**config.mk**
```make
export PLATFORM = sky130hd
export DESIGN_NAME = serv_rf_ram_sched
export DESIGN_NICKNAME = d
export VERILOG_FILES = /design/src/rtl/serv_rf_ram_sched.sv
export SDC_FILE = /design/constraint.sdc
export NUM_CORES = 1
export LEC_CHECK = 0
export CAP_MARGIN = 30
export CORE_ASPECT_RATIO = 2
export CORE_MARGIN = 4
export CORE_UTILIZATION = 48
export CTS_BUF_LIST = sky130_fd_sc_hd__clkbuf_4 sky130_fd_sc_hd__clkbuf_8 sky130_fd_sc_hd__clkbuf_16
export DETAILED_ROUTE_END_ITERATION = 16
export GPL_TIMING_DRIVEN = 0
export PLACE_DENSITY = 0.76
export SLEW_MARGIN = 15
export SYNTH_ARGS = -nofsm -noshare
export SYNTH_HDL_FRONTEND = slang
export SYNTH_SLANG_ARGS = --single-unit
```
**constraint.sdc**
```tcl
create_clock -name i_clk -period 1.96 [get_ports i_clk]
set_clock_uncertainty 0.15 [all_clocks]
set_input_delay 0.392 -clock i_clk [delete_from_list [all_inputs] [get_ports i_clk]]
set_output_delay 0.392 -clock i_clk [all_outputs]
set_load 0.02 [all_outputs]
```
**src/rtl/serv_rf_ram_sched.sv**
```systemverilog
// Bridges the bit-serial register file ports onto a WIDTH-bit RAM: two read
// ports streamed LSB first with next-word prefetch, two deserialized write ports.
module serv_rf_ram_sched #(
  parameter  int WIDTH    = 8,
  parameter  int CSR_REGS = 4,
  localparam int AW       = $clog2(32 + CSR_REGS) + $clog2(32 / WIDTH)
) (
  input  logic             i_clk,
  input  logic             i_rst_n,
  input  logic             i_rreq,
  output logic             o_ready,
  input  logic             i_cnt_en,
  input  logic [5:0]       i_rreg0,
  input  logic [5:0]       i_rreg1,
  output logic             o_rdata0,
  output logic             o_rdata1,
  input  logic [5:0]       i_wreg0,
  input  logic [5:0]       i_wreg1,
  input  logic             i_wen0,
  input  logic             i_wen1,
  input  logic             i_wdata0,
  input  logic             i_wdata1,
  output logic [AW-1:0]    o_raddr,
  output logic             o_ren,
  input  logic [WIDTH-1:0] i_rdata,
  output logic [AW-1:0]    o_waddr,
  output logic [WIDTH-1:0] o_wdata,
  output logic             o_wen
);

  localparam int LW    = $clog2(WIDTH);
  localparam int WB    = $clog2(32 / WIDTH);
  localparam int WORDS = 32 / WIDTH;
  localparam logic [LW-1:0] IDX_PF    = LW'(WIDTH - 3);
  localparam logic [LW-1:0] IDX_LAST  = LW'(WIDTH - 1);
  localparam logic [AW-1:0] WMASK     = AW'((1 << WB) - 1);
  localparam logic [4:0]    LAST_WORD = 5'(WORDS - 1);

  typedef enum logic [1:0] {IDLE, PRIME, RUN} state_t;

  state_t          state, state_nxt;
  logic            prime_ph;
  logic [4:0]      cnt;
  logic [LW-1:0]   idx;
  logic [4:0]      cur_word;
  logic            run_en, pf0, wrap, done, wlatch;
  logic            pf1, cap0, cap1;
  logic [WIDTH-1:0] sh0, sh1, nxt0, nxt1;
  logic [WIDTH-1:0] wsh0, wsh1, pw_data0, pw_data1;
  logic            pend0, pend1, pw_en0, pw_en1;
  logic [AW-1:0]   pw_addr0, pw_addr1;

  // Word index occupies the low WB bits; masking keeps WIDTH=32 to a pure register number.
  function automatic logic [AW-1:0] ram_addr(input logic [5:0] r, input logic [4:0] w);
    return (AW'(r) << WB) | (AW'(w) & WMASK);
  endfunction

  assign idx      = cnt[LW-1:0];
  assign cur_word = cnt >> LW;
  assign run_en   = (state == RUN) && i_cnt_en;
  // Prefetch fires on the step into index WIDTH-2 so both next words land before the wrap.
  assign pf0      = run_en && (idx == IDX_PF) && (cur_word != LAST_WORD);
  assign wrap     = run_en && (idx == IDX_LAST);
  assign wlatch   = wrap;
  assign done     = run_en && (cnt == 5'd31);

  assign o_rdata0 = sh0[0];
  assign o_rdata1 = sh1[0];

  always_ff @(posedge i_clk or negedge i_rst_n) begin
    if (!i_rst_n) begin
      state    <= IDLE;
      prime_ph <= 1'b0;
      cnt      <= '0;
    end else begin
      state    <= state_nxt;
      prime_ph <= (state == PRIME) && !prime_ph;
      if (run_en) cnt <= cnt + 5'd1;
    end
  end

  always_comb begin
    state_nxt = state;
    o_ren     = 1'b0;
    o_raddr   = '0;
    o_ready   = 1'b0;
    case (state)
      IDLE: begin
        if (i_rreq) begin
          o_ren     = 1'b1;
          o_raddr   = ram_addr(i_rreg0, 5'd0);
          state_nxt = PRIME;
        end
      end
      PRIME: begin
        if (!prime_ph) begin
          o_ren   = 1'b1;
          o_raddr = ram_addr(i_rreg1, 5'd0);
        end else begin
          o_ready   = 1'b1;
          state_nxt = RUN;
        end
      end
      RUN: begin
        if (pf0) begin
          o_ren   = 1'b1;
          o_raddr = ram_addr(i_rreg0, cur_word + 5'd1);
        end else if (pf1) begin
          o_ren   = 1'b1;
          o_raddr = ram_addr(i_rreg1, cur_word + 5'd1);
        end
        if (done) state_nxt = IDLE;
      end
      default: state_nxt = IDLE;
    endcase
  end

  // Port1's prefetch data can arrive on the very wrap cycle, hence the bypass.
  always_ff @(posedge i_clk or negedge i_rst_n) begin
    if (!i_rst_n) begin
      pf1  <= 1'b0;
      cap0 <= 1'b0;
      cap1 <= 1'b0;
      sh0  <= '0;
      sh1  <= '0;
      nxt0 <= '0;
      nxt1 <= '0;
    end else begin
      pf1  <= pf0;
      cap0 <= pf0;
      cap1 <= pf1;
      if (state == PRIME && !prime_ph) sh0 <= i_rdata;
      else if (wrap)                   sh0 <= nxt0;
      else if (run_en)                 sh0 <= sh0 >> 1;
      if (state == PRIME && prime_ph)  sh1 <= i_rdata;
      else if (wrap)                   sh1 <= cap1 ? i_rdata : nxt1;
      else if (run_en)                 sh1 <= sh1 >> 1;
      if (cap0) nxt0 <= i_rdata;
      if (cap1) nxt1 <= i_rdata;
    end
  end

  always_ff @(posedge i_clk or negedge i_rst_n) begin
    if (!i_rst_n) begin
      wsh0     <= '0;
      wsh1     <= '0;
      pend0    <= 1'b0;
      pend1    <= 1'b0;
      pw_en0   <= 1'b0;
      pw_en1   <= 1'b0;
      pw_addr0 <= '0;
      pw_addr1 <= '0;
      pw_data0 <= '0;
      pw_data1 <= '0;
    end else begin
      if (run_en) begin
        wsh0 <= {i_wdata0, wsh0[WIDTH-1:1]};
        wsh1 <= {i_wdata1, wsh1[WIDTH-1:1]};
      end
      if (wlatch) begin
        pend0    <= 1'b1;
        pend1    <= 1'b1;
        pw_en0   <= i_wen0;
        pw_en1   <= i_wen1;
        pw_addr0 <= ram_addr(i_wreg0, cur_word);
        pw_addr1 <= ram_addr(i_wreg1, cur_word);
        pw_data0 <= {i_wdata0, wsh0[WIDTH-1:1]};
        pw_data1 <= {i_wdata1, wsh1[WIDTH-1:1]};
      end else if (pend0) begin
        pend0 <= 1'b0;
      end else if (pend1) begin
        pend1 <= 1'b0;
      end
    end
  end

  // Port0 always goes first; port1 waits out exactly that one cycle.
  always_comb begin
    o_wen   = 1'b0;
    o_waddr = '0;
    o_wdata = '0;
    if (pend0) begin
      o_wen   = pw_en0;
      o_waddr = pw_addr0;
      o_wdata = pw_data0;
    end else if (pend1) begin
      o_wen   = pw_en1;
      o_waddr = pw_addr1;
      o_wdata = pw_data1;
    end
  end

endmodule

```
## Yosys cells after proc, flatten, opt, wreduce, memory -nomap -nowiden

Cells that the tools add are included.

| operators by class | value |
|---|---|
| bitwise gates (word level) | 4 |
| $mul | 0 |
| add/sub/neg operators | 2 |
| $lt $le $gt $ge | 0 |
| eq/ne operators | 10 |
| div/mod/pow operators | 0 |
| shift-type cells | 0 |
| muxes and demuxes | 32 |
| reduce and logical (&&, ||, !) cells | 12 |

Operators by type and width:

| cell | count |
|---|---|
| 8-bit 2-to-1 mux | 15 |
| 8-bit by 2-bit OR with 8-bit output | 4 |
| 8-bit case mux with 3 select lines | 1 |
| 1-bit 2-to-1 mux | 11 |
| 2-bit != test, second input constant | 5 |
| 1-bit logical AND | 7 |
| 3-bit == test, second input constant | 2 |
| 2-bit 2-to-1 mux | 3 |
| 2-bit case mux with 3 select lines | 1 |
| 3-bit nonzero test | 2 |
| 5-bit by 1-bit adder with 5-bit output, second input constant | 1 |
| 5-bit == test, second input constant | 1 |
| 1-bit case mux with 3 select lines | 1 |
| 3-bit AND reduction | 1 |
| 2-bit by 1-bit adder with 2-bit output, second input constant | 1 |
| 2-bit by 1-bit == test with 1-bit output, second input constant | 1 |
| 2-bit == test, second input constant | 1 |
| 2-bit logical NOT | 1 |
| 1-bit logical NOT | 1 |

| word-level totals | value |
|---|---|
| bits of input ports | 40 |
| latch bits | 0 |
| memory bits (writable) | 0 |
| memories kept | 0 |
| ROM bits | 0 |
| logic and storage cells | 79 |
| output and inout bits | 29 |
| register bits | 94 |

## Depth between registers and ports, before layout

| logic depth | value |
|---|---|
| depth in word-level cells | 6 |
| gate-level depth with buffers | 7 |
| gate-level depth less buffers | 6 |

## Worst setup path after synthesis

No wires, ideal clock.

| timing path | value |
|---|---|
| kind | register to output |
| start point | register cnt[3] |
| end point | output o_raddr[2] |
| arrival | 1.458 ns |
| required time | 1.418 ns |
| cell stages (with the launch flop) | 5 |
| slack | -0.040 ns |
| path buffers | 1 |
| path through | dfrtp_1 -> ha_1 -> nand4b_1 -> clkbuf_1 -> o221ai_1 |

| between the ends | value |
|---|---|
| longest elaborated chain between the ends | 4 |

RTL lines:

| element | line | source |
|---|---|---|
| start: declaration | 43 | `logic [4:0] cnt;` |
| start signal: assignment | 78 | `if (run_en) cnt <= cnt + 5'd1;` |
| 2-bit != test | 62 | `assign pf0 = run_en && (idx == IDX_PF) && (cur_word != LAST_WORD);` |
| 1-bit logical AND | 62 |  |
| 8-bit 2-to-1 mux | 105 | `if (pf0) begin` |
| 8-bit case mux with 3 select lines | 87 | `case (state)` |
| end: declaration | 23 | `output logic [AW-1:0] o_raddr,` |

No other way between the ends.

## Worst setup path after layout

| timing path | value |
|---|---|
| start point | register cnt[3] |
| end point | output o_raddr[4] |

The elaborated chain is that of the path after synthesis.

==> run summary <==
Outcome - complete, but fails checks
Failing checks - setup timing
Most frequent cells in the layout - dfrtp_1 (90), nand2_1 (63), clkdlybuf4s50_1 (39)
Clock Tree Buf Depth - 2
Hold-critical path endpoint - wsh0[4]$_DFFE_PN0P_
Setup TNS - -3.58 ns
Hold_sp - wsh0[5]$_DFFE_PN0P_
Post-synth EDFFs - 0
CTS tree - yes
Commonest non-fill, non-tap cell in the layout - dfrtp_1
Wire length on met1 - 3810 µm
Final Cycle Share - 120%
Worst slew margin - 62.7%
Drt initial violations - 179
Worst R2R Start - cnt[1]$_DFFE_PN0P_
Crit path cell chain - ha_2, nand4b_1, buf_4, nand4_1, o221ai_1, buf_4
Met3 Routed Length - 420 µm
Fin. Hold Viols - 0
Slowest stage delay, CP - 0.40 ns
Crit path top cell by count - buf_4
Final Max Tran Viols - 0
Leak - 2.81 nW
DRC viols - 0
Final WS setup - -0.390 ns
Area grow syn2layout - 35.0%
Met2 wire len - 5980 µm
First-pass GRT wire length - 16700 µm
Routability cong. - 0.837
WP data arrival - 1.81 ns
Unrepaired setup endpoints after global routing - true
Synth top area share - 53.1%
Layout Utilization - 66.2%
Cell variety after synth - 38
Core area - 8650 µm²
Ys async rst share - 100%
Startpoint types - flop
DP Area - 5070 µm²
Largest net degree at the start of global routing - 52
GRT Total Usage - 20.7%
Max Fclk - 0.426 GHz
Pwr Density - 1100 nW/µm²
Cell depth of the worst hold path - 2
CP max FO - 4
Yosys warning count - 0
Worst Max-Slew Pin Slew - 0.559 ns
Worst Path Required - 1.42 ns
Share of cells above drive strength 1 - 33.0%
Post-route cell area - 5730 µm²
DR vias/cell - 5.67
N_diodes - 0
Post-Syn Area per Cell - 12.1 µm²
Clock buffer count from CTS - 9
Maxcap violations - 0
Setup CP Type - flop to output port
Via count - 3139
Highest routed metal layer - met4
Min-delay worst type - flop to flop
Clock Sinks - 90
Worst reg2reg path endpoint - pw_data1[3]$_DFFE_PN0P_
Die area - 10500 µm²
Initial antenna violation count - 0
Gr ovfl total - 0
Initial core utilization - 49.1%
Worst skew pair latency - 0.34 ns
Area leader, netlist - dfrtp_1
DRT antenna net count - 0
Syn Inst Count - 350
Routed Wire Length - 10500 µm
Clock-pin slew on the worst setup and hold paths - 0.06 ns
WL per Instance - 19.0 µm
Synth Net Count - 395
Vias in the first global route - 3365
Crit path time final - 2.35 ns
Pre-antenna DRT Iters - 4
I/O pin cnt - 69
CTS HTree Levels - 3
Reg2reg setup slack - 0.02 ns
Fin nets - 496
Synth area leaders - dfrtp_1 (53%), mux2_4 (9.9%), nand2_1 (5.6%)
Synthesis-stage register bit count - 90
I/O Buffers - 68
# fillers - 672
# rows - 48
Die Height - 141 µm
Peak VDD IR - 0.747 mV
CTS root buf - clkbuf_16
DP HPWL - 7090 µm
Chip width - 74.5 µm
Seq/Total Area, Yosys - 53.1%
Worst Reg-to-Reg Cells - 7
Setup violators final - 14
Critical Path Sink Type - output port
Most frequently used flop master after synthesis - dfrtp_1
Slowest stage cell, crit path - dfrtp_1
Cell Area, Synth - 4240 µm²
[Yosys cell counts, types with 4 or more instances]
library cell and number:
mux2_2 20, inv_1 5, a22o_1 14, a22oi_1 5, nand4_1 7, mux2_4 28
ha_1 5, mux2i_1 14, a21boi_0 8, o22ai_1 14, dfrtp_1 90, nor2_1 12
buf_6 4, a221o_1 8, o221ai_1 6, nand2_1 63, buf_2 11, clkbuf_1 5
[kinds of logic after synthesis]
group	synth area share, %
and+or+nand+nor	11.1
DFF	53.1
AOI/OAI and AO/OA	11.6
muxes	18.5
buffers and inverters	3.77
adders and majority gates	1.47
xor gates and xnor gates	0.413
[routing by layer]
metal | GRT usage, % | up-vias
li1 | - | 1463
met1 | 22.8 | 1568
met2 | 36.6 | 84
met3 | 4.14 | 24
met4 | 10.0 | 0
met5 | 0 | -
[where the power goes]
| group | switching (mW) | internal [mW] |
|---|---|---|
| clock network | 0.670 | 0.946 |
| logic | 0.979 | 1.01 |
| registers | 0.355 | 2.37 |
[worst max path at each step]
stage | from | end | depth (start not counted)
global route | cnt[3]$_DFFE_PN0P_ | o_raddr[7] | 6
detailed placement | i_cnt_en | o_raddr[3] | 6
finish | cnt[3]$_DFFE_PN0P_ | o_raddr[4] | 6
floorplan | cnt[3]$_DFFE_PN0P_ | o_raddr[2] | 4
global placement | i_rst_n | nxt0[6]$_DFFE_PN0P_ | 1
CTS | cnt[4]$_DFFE_PN0P_ | o_raddr[2] | 6
[final cells by class]
type / count / area (µm²) / area share [%]
clock inverter: 2 / 12.5 / 0.218
tap: 100 / 125 / 2.18
inverter: 5 / 18.8 / 0.328
sequential: 90 / 2250 / 39.3
multi-input combinational: 232 / 1890 / 32.9
timing repair buffer: 92 / 933 / 16.3
clock buffer: 12 / 267 / 4.65
buffer: 21 / 233 / 4.06
[state kept, by name, summed over array words and instances (netlist names)]
register  flops
cap0          1
cap1          1
cnt           5
nxt0          8
nxt1          8
pend0         1
pend1         1
prime_ph      1
pw_addr0      8
pw_addr1      6
pw_data0      8
pw_data1      8
pw_en0        1
pw_en1        1
sh0           8
sh1           8
state         2
wsh0          7
wsh1          7
[worst max-delay path, delay by kind of cell (launching register included)]
family	cells	cell delay, ns
fa+ha+maj	1	0.18
simple gates	2	0.37
buf+inv	2	0.41
compound gates	1	0.11
flops	1	0.40
[stage by stage]
step	instances	setup WS, ns	power [mW]	hold WS [ns]
6_report	554	-0.390	6.33	0.343
5_1_grt	554	-0.472	6.70	0.361
4_1_cts	549	-0.347	6.30	0.342
3_5_place_dp	519	-0.978	4.58	0.241
3_3_place_gp	518	-2.80	4.48	0.229
2_1_floorplan	350	-0.0398	3.90	-0.0536
[what timing repair did]
| action | in CTS | in global routing |
|---|---|---|
| hold buffers | 1 | 0 |
| gates cloned | 2 | 3 |
| resized for setup | 183 | 23 |
| setup endpoints to repair | 29 | 57 |
| pin swaps | 6 | 4 |
| buffers inserted | 14 | 5 |
| hold endpoints to repair | 39 | 0 |
No activity file was read; power rests on OpenSTA's default activity.
